--- src/rtl/cl_serial_ctrl.sv ---
// cl_serial_ctrl: bit-serial word-wide logic sequencer built around a single
// 1-bit logic cell (cl). Operands are latched on an accepted start, processed
// LSB-first one bit per clock, and the assembled result is flagged by a
// one-cycle done pulse.
//
// Optional feature: define CL_SERIAL_ZERO_FLAG_EN to add the 'zero' output,
// which reports whether the last completed result was all zeros.

// cl: 1-bit logic cell, s = 00 AND, 01 OR, 10 XOR, 11 NOT a (b ignored)
module cl (
    input  logic       a,
    input  logic       b,
    input  logic [1:0] s,
    output logic       y
);

    // Select the logic function for one bit
    always_comb begin
        y = 1'b0;
        case (s)
            2'b00:   y = a & b;
            2'b01:   y = a | b;
            2'b10:   y = a ^ b;
            default: y = ~a;
        endcase
    end

endmodule

module cl_serial_ctrl #(
    parameter int unsigned WIDTH = 8
) (
    input  logic             clk,
    input  logic             reset,
    input  logic             start,
    input  logic [1:0]       op,
    input  logic [WIDTH-1:0] a,
    input  logic [WIDTH-1:0] b,
    output logic             busy,
    output logic             done,
    output logic [WIDTH-1:0] result
`ifdef CL_SERIAL_ZERO_FLAG_EN
    ,
    output logic             zero
`endif
);

    localparam int unsigned CW = $clog2(WIDTH);

    typedef enum logic [1:0] {
        IDLE = 2'd0,
        RUN  = 2'd1,
        DONE = 2'd2
    } state_t;

    state_t            state;
    state_t            state_nx;
    logic [CW-1:0]     cnt;
    logic [WIDTH-1:0]  sa;
    logic [WIDTH-1:0]  sb;
    logic [1:0]        op_q;
    logic              bit_y;
    logic              last;

    assign last = (cnt == CW'(WIDTH - 1));

    cl u_cl (
        .a (sa[0]),
        .b (sb[0]),
        .s (op_q),
        .y (bit_y)
    );

    // State register plus registered status outputs decoded from next state
    always_ff @(posedge clk or posedge reset) begin
        if (reset) begin
            state <= IDLE;
            busy  <= 1'b0;
            done  <= 1'b0;
        end else begin
            state <= state_nx;
            busy  <= (state_nx == RUN);
            done  <= (state_nx == DONE);
        end
    end

    // Next-state logic: start only matters in IDLE; DONE always returns to IDLE
    always_comb begin
        state_nx = state;
        case (state)
            IDLE: if (start) state_nx = RUN;
            RUN:  if (last)  state_nx = DONE;
            DONE: state_nx = IDLE;
            default: state_nx = IDLE;
        endcase
    end

    // Operand latch, serial shift and result assembly
    always_ff @(posedge clk or posedge reset) begin
        if (reset) begin
            sa     <= '0;
            sb     <= '0;
            op_q   <= '0;
            cnt    <= '0;
            result <= '0;
        end else begin
            case (state)
                IDLE: begin
                    if (start) begin
                        sa   <= a;
                        sb   <= b;
                        op_q <= op;
                        cnt  <= '0;
                    end
                end
                RUN: begin
                    result <= {bit_y, result[WIDTH-1:1]};
                    sa     <= sa >> 1;
                    sb     <= sb >> 1;
                    // Hold on the final bit so a power-of-two WIDTH never wraps
                    if (!last) cnt <= cnt + CW'(1);
                end
                default: ;
            endcase
        end
    end

`ifdef CL_SERIAL_ZERO_FLAG_EN
    logic acc;

    // Sticky OR of produced bits; zero resolves on the edge entering DONE
    always_ff @(posedge clk or posedge reset) begin
        if (reset) begin
            acc  <= 1'b0;
            zero <= 1'b0;
        end else begin
            case (state)
                IDLE: begin
                    if (start) begin
                        acc  <= 1'b0;
                        zero <= 1'b0;
                    end
                end
                RUN: begin
                    acc <= acc | bit_y;
                    if (last) zero <= ~(acc | bit_y);
                end
                default: ;
            endcase
        end
    end
`endif

endmodule

--- config.mk ---
export PLATFORM = sky130hd
export DESIGN_NAME = cl_serial_ctrl
export DESIGN_NICKNAME = d
export VERILOG_FILES = /design/src/rtl/cl_serial_ctrl.sv
export SDC_FILE = /design/constraint.sdc
export NUM_CORES = 1
export LEC_CHECK = 0
export ABC_CLOCK_PERIOD_IN_PS = 1900
export CAP_MARGIN = 20
export CORE_MARGIN = 2
export CORE_UTILIZATION = 50
export CTS_BUF_LIST = sky130_fd_sc_hd__clkbuf_4 sky130_fd_sc_hd__clkbuf_8 sky130_fd_sc_hd__clkbuf_16
export DETAILED_ROUTE_END_ITERATION = 8
export GPL_TIMING_DRIVEN = 1
export PLACE_DENSITY = 0.78
export SKIP_LAST_GASP = 1
export SYNTH_ARGS = -nofsm -noshare
export SYNTH_HDL_FRONTEND = slang
export SYNTH_SLANG_ARGS = --single-unit
--- constraint.sdc ---
create_clock -name clk -period 1.9 [get_ports clk]
set_input_delay 0.57 -clock clk [delete_from_list [all_inputs] [get_ports clk]]
set_output_delay 0.57 -clock clk [all_outputs]
set_load 0.03 [all_outputs]
-- Yosys cells after proc, flatten, opt, wreduce, memory -nomap -nowiden
Index checks and enable logic that the tools add are counted.
- $add $sub $neg: 1
- equality and inequality tests: 8
- multiplexer cells: 11
- reduce and logical (&&, ||, !) cells: 6
- bitwise operators: 4
- operators by type and width (kind ; count):
    8-bit case mux with 2 select lines ; 2
    8-bit two-way mux ; 2
    2-bit by 1-bit == test with 1-bit output, second input constant ; 3
    3-bit two-way mux ; 2
    3-bit case mux with 2 select lines ; 1
    2-bit == test, second input constant ; 2
    2-bit zero test ; 2
    2-bit two-way mux ; 2
    2-bit inequality test, second input constant ; 2
    2-bit case mux with 2 select lines ; 1
    2-bit AND reduction ; 2
    3-bit by 1-bit adder with 3-bit output, second input constant ; 1
    3-bit == test, second input constant ; 1
    1-bit case mux with 3 select lines ; 1
    3-bit AND reduction ; 1
    2-bit nonzero test ; 1
    1-bit bitwise AND ; 1
    1-bit inverter ; 1
    1-bit OR ; 1
    1-bit XOR ; 1
- input bits: 21
- output and inout bits: 10
- word-level logic and storage cells: 38
- register bits: 33

-- Logic depth before layout (Yosys ltp)
Gate-level depths: netlist of run 1.
- depth after elaboration: 4
- gate-level depth with buffers: 6
- depth with buffers taken out: 5

-- Cells and area by module
A second synthesis of run 1 with hierarchy kept.
- cell total of the unflattened synthesis: 126
- area, all modules: 1537.7 µm²
- modules (own cells, without submodules) (module ; times used ; area each (µm²) ; cells an instance ; sequential area each (µm²)):
    cl_serial_ctrl ; 1 ; 1478.9 ; 120 ; 825.8
    cl ; 1 ; 58.8 ; 6 ; 0.0

-- Least setup slack after synthesis of run 1
No wires, ideal clock.
- kind: reg-to-reg
- start: register sb[0]
- end: register result[7]
- setup time: 0.125 ns
- clock period less this slack: 1.463 ns
- data required time: 1.775 ns
- data arrival time: 1.338 ns
- slack: 0.437 ns
- buffers on the path: 0
- cell stages (with the launch flop): 5
- cells stage by stage: dfrtp_1 inv_1 ha_1 mux4_2 mux2_2
- longest elaborated chain between the ends: 2
- elaborated cells between the ends (all ways): 4
- those cells by class: mux (1); bitwise (3)
- ends and longest elaborated chain (item ; RTL line ; source):
    from (decl) ; 60 ; logic [WIDTH-1:0] sb;
    from (signal assigned) ; 119 ; sb <= sb >> 1;
    1-bit XOR, or another cell as far along ; 23 ; 2'b10: y = a ^ b;
    1-bit case mux with 3 select lines (*) ; 20 ; case (s)
    to (signal assigned) ; 117 ; result <= {bit_y, result[WIDTH-1:1]};
    to (decl) ; 41 ; output logic [WIDTH-1:0] result
Mark *: on every way between the ends. The rest lies on a longest branch, timed or not.
A chain may end at the register's enable or synchronous reset.

-- Worst setup path in the final report of run 1
- start: register result[6]
- end: output result[6]
No word-level cell between the ends.

==> metrics, run 1 <==
outcome=finished with violations; failing checks=design-rule violations; Worst-Margin Slew=approximately 0.4 ns; share of cells above drive strength 1=approximately 16%; postcts setup bufs=0; achievable frequency=between 500 and 600 MHz; most common cell after layout, fill and taps aside=dfrtp_1; total track usage=approximately 17%; hpwl dp=roughly 1.7 mm; cells on worst reg2reg path=4; endpoint type of the worst setup path=output port; Leakage Power=0.858 nW; Diodes inserted=0; worst-path maximum fanout=3; cell chain of the critical path=dlygate4sd2_1; wire length of the first global-routing pass=between 4 and 5 mm; number of port buffers=30; overall power=roughly 0.003 W; post_cts resized=10; Fin Clk Skew=0.00502 ns; Syn Inst Count=between 100 and 150; Iteration-0 DRC Markers=31; Core Area=~2800 um^2; Yosys reg bits=33; Critical Setup Path Class=register to output port; average size of a mapped cell=between 10 and 15 um^2; Die W=58.6 um; critical path depth in cells=1; CTS Buffer Depth=2; layout net count=177; Max stage delay on crit path=about 0.40 ns; pwr dens=between 1500 and 2000 nW/um^2; ANT nets after route=0; vias in the first global route=just under 1,000; Place WS=0.0678 ns; drt via density=approximately 5.3; antenna violations before repair=0; Max Slew Vio Count=0; TritonRoute pass-1 iters=6; CP arrival=around 1.1 ns; # setup viols final=0; Final Cycle Share=88.5%; Die Y=just under 60 um; Initial Util=53.2%; sequential-to-total area share from yosys stat=a little under three fifths; CTS Sinks=33; Root Driver=clkbuf_4; DR WL/cell=between 10 and 15 um; final setup margin=about 0.22 ns; # hold bufs at CTS=0; num rows=19; setup TNS=0 ns; post-layout util=66.4%; Final Routed Wirelength=between 2 and 2.5 mm; Slowest cell on crit path=dlygate4sd2_1; maxcap violations=0; CTS tree=yes; via count=between 900 and 1,000; worst skew pair latency=about 0.33 ns; commonest cells after routing, fill and taps aside=dfrtp_1 (33), clkdlybuf4s50_1 (20), nand2_1 (15); Area growth, synth to finish=24.9%; peak supply drop=~0.00097 V; Hold WC Path Type=register to register; DRC viols=3; minimum clock period=approximately 1.7 ns; Syn. warnings=0; clock-pin slew of the registers on the worst-case setup and hold paths=~0.090 ns; family with the most delay on the worst path=buffers and inverters; worst path required time=~1.3 ns; CP Buf/Inv Count=1; relative slew slack=73.0%; # IOs=31; hold depth=2; Synth cell types=19; Startpoint Class=register; largest net degree at the start of global routing=36; die area=roughly 3400 um^2; unrepaired setup endpoints after global routing=no; gpl congestion=approximately 0.74; mapped cell area=1490 um^2; Mapped Nets=~140; htree depth=2; GRT overflow=0; Num CTS Buffers=5; Final Hold Viols=0
-- power breakdown --
part           internal, W  switching (W)
clock network     0.000189       0.000217
registers          0.00101       0.000206
logic             0.000693       0.000659
-- layout make-up --
type | count | area, um^2
inverters | 4 | 15.0
flip-flops and latches | 33 | 826
clock buffers | 7 | 58.8
well taps | 31 | 38.8
fillers | 229 | 942
repair buffers | 34 | 330
multi-input cells | 74 | 594
-- flip-flops by register name, summed over array words and instances (netlist names) --
| register | count |
|---|---|
| sb | 8 |
| result | 8 |
| busy | 1 |
| cnt | 3 |
| op_q | 2 |
| state | 2 |
| done | 1 |
| sa | 8 |
-- through the flow --
step	hold WS [ns]	instance area [um^2]	cells
6_report	0.497	1860	183
5_1_grt	0.518	1860	183
4_1_cts	0.498	1860	183
3_5_place_dp	0.475	1820	176
3_3_place_gp	0.467	1820	176
2_1_floorplan	0.455	1490	118
-- cells in the mapped netlist --
library cell,count,area [um^2]
a21oi_1,2,10.0
clkbuf_2,1,5.00
mux2i_1,14,140
mux4_2,1,22.5
nor3b_2,1,12.5
buf_2,2,10.0
buf_6,3,33.8
o21bai_2,1,11.3
nand2b_1,1,6.26
buf_4,1,7.51
nor2_1,3,11.3
mux2_4,5,75.1
ha_1,4,50.1
a22o_1,7,61.3
nand2_1,15,56.3
o21ai_1,14,70.1
inv_1,4,15.0
mux2_2,6,67.6
dfrtp_1,33,826
-- metal layers --
layer	routed length [um]	global-route usage, %	up-vias
met5	0	0	-
met1	1110	20.0	457
met3	169	7.47	3
met2	1140	27.8	25
li1	-	-	477
met4	27	5.84	0
-- final timing paths --
path | from | to | slack (ns)
worst min register to register | sa[6] | sa[6] | 0.50
worst min-delay path | sa[6] | sa[6] | 0.50
min in group asynchronous | reset | op_q[1] | 0.62
worst max register to register | sa[0] | result[7] | 0.32
max in group asynchronous | reset | sa[6] | 0.98
worst max-delay path | result[6] | result[6] | 0.22
-- cells by family after synthesis --
logic type	share of synthesized area (%)
simple gates	5.79
mux	20.5
flops	55.4
compound gates	10.2
fa+ha+maj	3.36
buf+inv	4.78
Note: power is estimated with default switching activity, not from simulation.
==> run 2, diff against run 1 <==
- SKIP_CTS_REPAIR_TIMING: default -> 1
==> run 2 against run 1 <==
  * The run still ends with design-rule violations left
  * Global-route usage stayed put
  * Power is 1.6% higher
  * Maximum frequency is 6.7% higher
  * Die area stayed put
  * Count of clock-buffer cells in the layout stayed put
  * Sequential power hardly changed
  * Sequential share of layout area is 0.88 points lower
  * Register-to-register slack hardly changed
  * Critical path type is now register to register
  * Critical endpoint is now result[7]
  * Largest power group unchanged
==> metrics, run 2 (synthesized netlist as in run 1, its figures left out) <==
minimum clock period=1.58 ns (-0.106 ns); pwr dens=1590 nW/um^2 (-0.37%); reg-to-reg critical path startpoint=sa[0]; Design Area, Final=1900 um^2 (+2.0%); largest net degree at the start of global routing=36 (unchanged); CTS Buffer Depth=2 (unchanged); vias in the first global route=987 (-0.10%); hpwl dp=1.70 mm (unchanged); TritonRoute pass-1 iters=6 (unchanged); Leakage Power=0.946 nW (+10%); Largest regs=result x8, sa x8, sb x8; Met1 Routed Length=1.08 mm (-2.3%); peak supply drop=0.000972 V (-0.28%); Fin Clk Skew=0.00477 ns (-0.000253 ns); Die Y=58.6 um (unchanged); hold depth=2 (unchanged); Iteration-0 DRC Markers=26 (-16%); DP Area=1820 um^2 (unchanged); Worst-Margin Slew=0.401 ns (-0.00388 ns); GRT overflow=0 (unchanged); hold_sp=sb[5]; antenna violations before repair=0 (unchanged); Startpoint Class=register; r2r endpoint=result[7]; Core Area=2810 um^2 (unchanged); num rows=19 (unchanged); number of port buffers=30 (unchanged); Num CTS Buffers=5 (unchanged); # setup viols final=0 (unchanged); CTS tree=yes; total track usage=17.0% (unchanged); layout net count=177 (unchanged); maxcap violations=0 (unchanged); DRC viols=3 (unchanged); Max Slew Vio Count=0 (unchanged); ANT nets after route=0 (unchanged); Final Cycle Share=83.0% (-5.6 points); most common cell after layout, fill and taps aside=dfrtp_1; Worst Hold Path EP=sb[5]; cell chain of the critical path=inv_1 -> ha_1 -> mux4_2 -> mux2_2; Slowest cell on crit path=mux4_2; CP arrival=1.80 ns (+0.69 ns); Diodes inserted=0 (unchanged); met2 WL=1.13 mm (-0.79%); Root Driver=clkbuf_4; endpoint type of the worst setup path=register; Routed met3 length=187 um (+11%); Max stage delay on crit path=0.45 ns (+0.05 ns); top routing layer used=met4; unrepaired setup endpoints after global routing=no; drt via density=5.28 (+0.42%); share of cells above drive strength 1=16.4% (unchanged); worst skew pair latency=0.33 ns (about the same); via count=966 (+0.42%); Hold WC Path Type=register to register; Critical Setup Path Class=register to register; Initial Util=53.2% (unchanged); outcome=finished with violations; CTS Sinks=33 (unchanged); htree depth=2 (unchanged); DR WL/cell=13.2 um (-0.70%); commonest cells after routing, fill and taps aside=dfrtp_1 (33), clkdlybuf4s50_1 (20), nand2_1 (15); worst-path maximum fanout=3 (unchanged); die area=3440 um^2 (unchanged); wire length of the first global-routing pass=4.28 mm (unchanged); Final Hold Viols=0 (unchanged); gpl congestion=0.738 (unchanged); achievable frequency=634 MHz (+6.7%); failing checks=design-rule violations; worst path required time=2.12 ns (+0.79 ns); overall power=0.00302 W (+1.6%); relative slew slack=73.3% (+0.26 points); Die W=58.6 um (unchanged); R2R setup slack=0.32 ns (about the same); cells on worst reg2reg path=4 (unchanged); Area growth, synth to finish=27.4%; clock-pin slew of the registers on the worst-case setup and hold paths=0.09 ns (about the same); # IOs=31 (unchanged); Final Routed Wirelength=2.42 mm (-0.70%)
[run 2: through the flow]
stage	utilization (%)	hold slack (ns)	setup slack, ns	setup TNS, ns	instances
CTS	66.9	0.498	-0.0849	-0.562	183
floorplan	-	0.455	0.437	0	118
finish	67.8	0.495	0.324	0	183
global placement	64.8	0.467	0.132	0	176
global route	67.8	0.518	0.259	0	183
detailed placement	64.8	0.475	0.0678	0	176
[run 2: where the power goes]
group          switching, W  internal [W]
registers          0.000205       0.00101
clock network      0.000216      0.000189
logic              0.000658      0.000746
total               0.00108       0.00194
[run 2: cell type report]
class                           instances  area [um^2]
Fill cell                             222          905
Sequential cell                        33          826
Multi-Input combinational cell         74          594
Timing Repair Buffer                   34          368
Clock buffer                            7         58.8
Tap cell                               31         38.8
Inverter                                4         15.0
[run 2: critical path: cells and delay by family (launching register included)]
family                     cells  cell delay [ns]
muxes                          2             0.72
DFF                            1             0.40
adders and majority gates      1             0.27
buffers and inverters          1             0.07
[run 2: per-layer routing]
metal | global-route usage [%] | vias to the layer above
met3 | 7.47 | 3
met4 | 5.84 | 0
met5 | 0 | -
met1 | 20.0 | 459
li1 | - | 479
met2 | 27.8 | 25
[run 2: how the worst max path moves through the flow]
| stage | startpoint | to |
|---|---|---|
| 5_1_grt | result[6] | result[6] |
| 3_3_place_gp | start | op_q[1] |
| 3_5_place_dp | start | op_q[0] |
| 4_1_cts | result[6] | result[6] |
| 6_report | sa[0] | result[7] |
| 2_1_floorplan | sb[0] | result[7] |
==> run 3, diff against run 2 <==
- ABC_CLOCK_PERIOD_IN_PS: 1900 -> 1600
- clock period: 1.9 -> 1.6 ns (I/O delays scaled with it)
==> run 3 against run 2 <==
  * The run still ends with design-rule violations left
  * Cell area increased by 2.2%
  * Maximum frequency increased by 2.5%
  * Final cell count increased by 1.1%
  * Hold slack got worse by 0.0094 ns
  * Core utilization increased by 1.5 points
  * Clock skew increased by 0.0022 ns
  * Worst setup slack got worse by 0.26 ns
  * First-iteration DRC count increased by 7.7%
  * Combinational power increased by 26%
  * Sequential cell count unchanged
  * Critical path type unchanged
==> metrics, run 3 (synthesized netlist as in run 1, its figures left out) <==
Critical Setup Path Class=register to register; overall power=0.00367 W (+22%); number of port buffers=30 (unchanged); reg-to-reg critical path startpoint=sa[0]; outcome=finished with violations; ANT nets after route=0 (unchanged); minimum clock period=1.54 ns (-0.0379 ns); Worst-Margin Slew=0.332 ns (-0.0691 ns); Startpoint Class=register; Final Routed Wirelength=2.66 mm (+9.7%); pwr dens=1890 nW/um^2 (+19%); r2r endpoint=result[7]; Worst Setup SP=sa[0]; num rows=19 (unchanged); # IOs=31 (unchanged); met2 WL=1.29 mm (+15%); failing checks=design-rule violations; TritonRoute pass-1 iters=6 (unchanged); fillers=208 (-6.3%); R2R setup slack=0.06 ns (-0.26 ns); via count=995 (+3.0%); Die Y=58.6 um (unchanged); Largest regs=result x8, sa x8, sb x8; Leakage Power=0.959 nW (+1.3%); largest net degree at the start of global routing=36 (unchanged); gpl congestion=0.762 (+3.3%); drt via density=5.38 (+1.9%); worst path required time=1.82 ns (-0.30 ns); vias in the first global route=1,027 (+4.1%); Fin Clk Skew=0.00699 ns (+0.00222 ns); DR WL/cell=14.4 um (+8.5%); Hold WC Path Type=primary input to async pin; Final Cycle Share=96.1% (+13 points); layout net count=179 (+1.1%); Diodes inserted=0 (unchanged); Final Hold Viols=0 (unchanged); setup TNS=0 ns (unchanged); Max Slew Vio Count=0 (unchanged); DP Area=1840 um^2 (+1.1%); total track usage=18.4% (+1.4 points); Iteration-0 DRC Markers=28 (+7.7%); antenna violations before repair=0 (unchanged); Initial Util=53.2% (unchanged); Final Hold Slack=0.486 ns (-0.00938 ns); htree depth=2 (unchanged); commonest cells after routing, fill and taps aside=dfrtp_1 (33), clkdlybuf4s50_1 (20), nand2_1 (15); CTS Sinks=33 (unchanged); hpwl dp=1.88 mm (+10%); worst skew pair latency=0.33 ns (about the same); share of cells above drive strength 1=19.5% (+3.0 points); clock-pin slew of the registers on the worst-case setup and hold paths=0.09 ns (about the same); unrepaired setup endpoints after global routing=no; die area=3440 um^2 (unchanged); worst-path maximum fanout=3 (unchanged); Num CTS Buffers=5 (unchanged); CP arrival=1.76 ns (-0.04 ns); CTS Buffer Depth=2 (unchanged); Met1 Routed Length=1.13 mm (+4.7%); most common cell after layout, fill and taps aside=dfrtp_1; relative slew slack=77.8% (+4.6 points); Core Area=2810 um^2 (unchanged); Design Area, Final=1940 um^2 (+2.2%); CTS tree=yes; cells on worst reg2reg path=4 (unchanged); # setup viols final=0 (unchanged); peak supply drop=0.000838 V (-14%); Area growth, synth to finish=30.3%; wire length of the first global-routing pass=4.55 mm (+6.3%); top routing layer used=met4; Routed met3 length=181 um (-3.2%); Die W=58.6 um (unchanged); endpoint type of the worst setup path=register; maxcap violations=0 (unchanged); critical path endpoint=result[7]; achievable frequency=650 MHz (+2.5%); Root Driver=clkbuf_4; GRT overflow=0 (unchanged); DRC viols=3 (unchanged)
run 3: per-stage QoR:
step / std cells / setup WS, ns / util [%]
finish: 185 / 0.0618 / 69.3
global route: 185 / 0.00742 / 69.3
CTS: 184 / -0.303 / 67.6
detailed placement: 177 / -0.164 / 65.5
global placement: 177 / -0.0766 / 65.5
floorplan: 118 / 0.137 / -
run 3: critical path: stages (launching register included):
cell and delay, ns:
dfrtp_1 0.42, buf_4 0.14, ha_1 0.16, mux4_2 0.45
mux2_2 0.27
run 3: worst min-delay path by stage:
stage | from | to | slack [ns]
floorplan | sa[1] | sa[1] | 0.45
global placement | sa[2] | sa[2] | 0.47
detailed placement | sa[2] | sa[2] | 0.48
CTS | reset | result[2] | 0.49
global route | reset | op_q[0] | 0.49
finish | reset | result[2] | 0.49
run 3: routing by layer:
layer  GRT usage (%)  up-vias
met2            31.1       29
li1                -      480
met1            21.1      479
met4            6.82        0
met5               0        -
met3            7.25        7
run 3: layout make-up:
cell class              instances  area (um^2)  share of cell area [%]
flip-flops and latches         33          826                    42.5
clock buffers                   7         58.8                    3.03
repair buffers                 36          395                    20.3
well taps                      31         38.8                    2.00
multi-input cells              74          609                    31.4
inverters                       4         15.0                   0.773
run 3: report_power, final:
part	leakage, nW	total [W]	internal [W]	switching, W
Clock	0.0348	0.000476	0.000224	0.000252
Combinational	0.514	0.00176	0.000936	0.000819
Sequential	0.410	0.00144	0.00119	0.000245
Total	0.959	0.00367	0.00235	0.00132
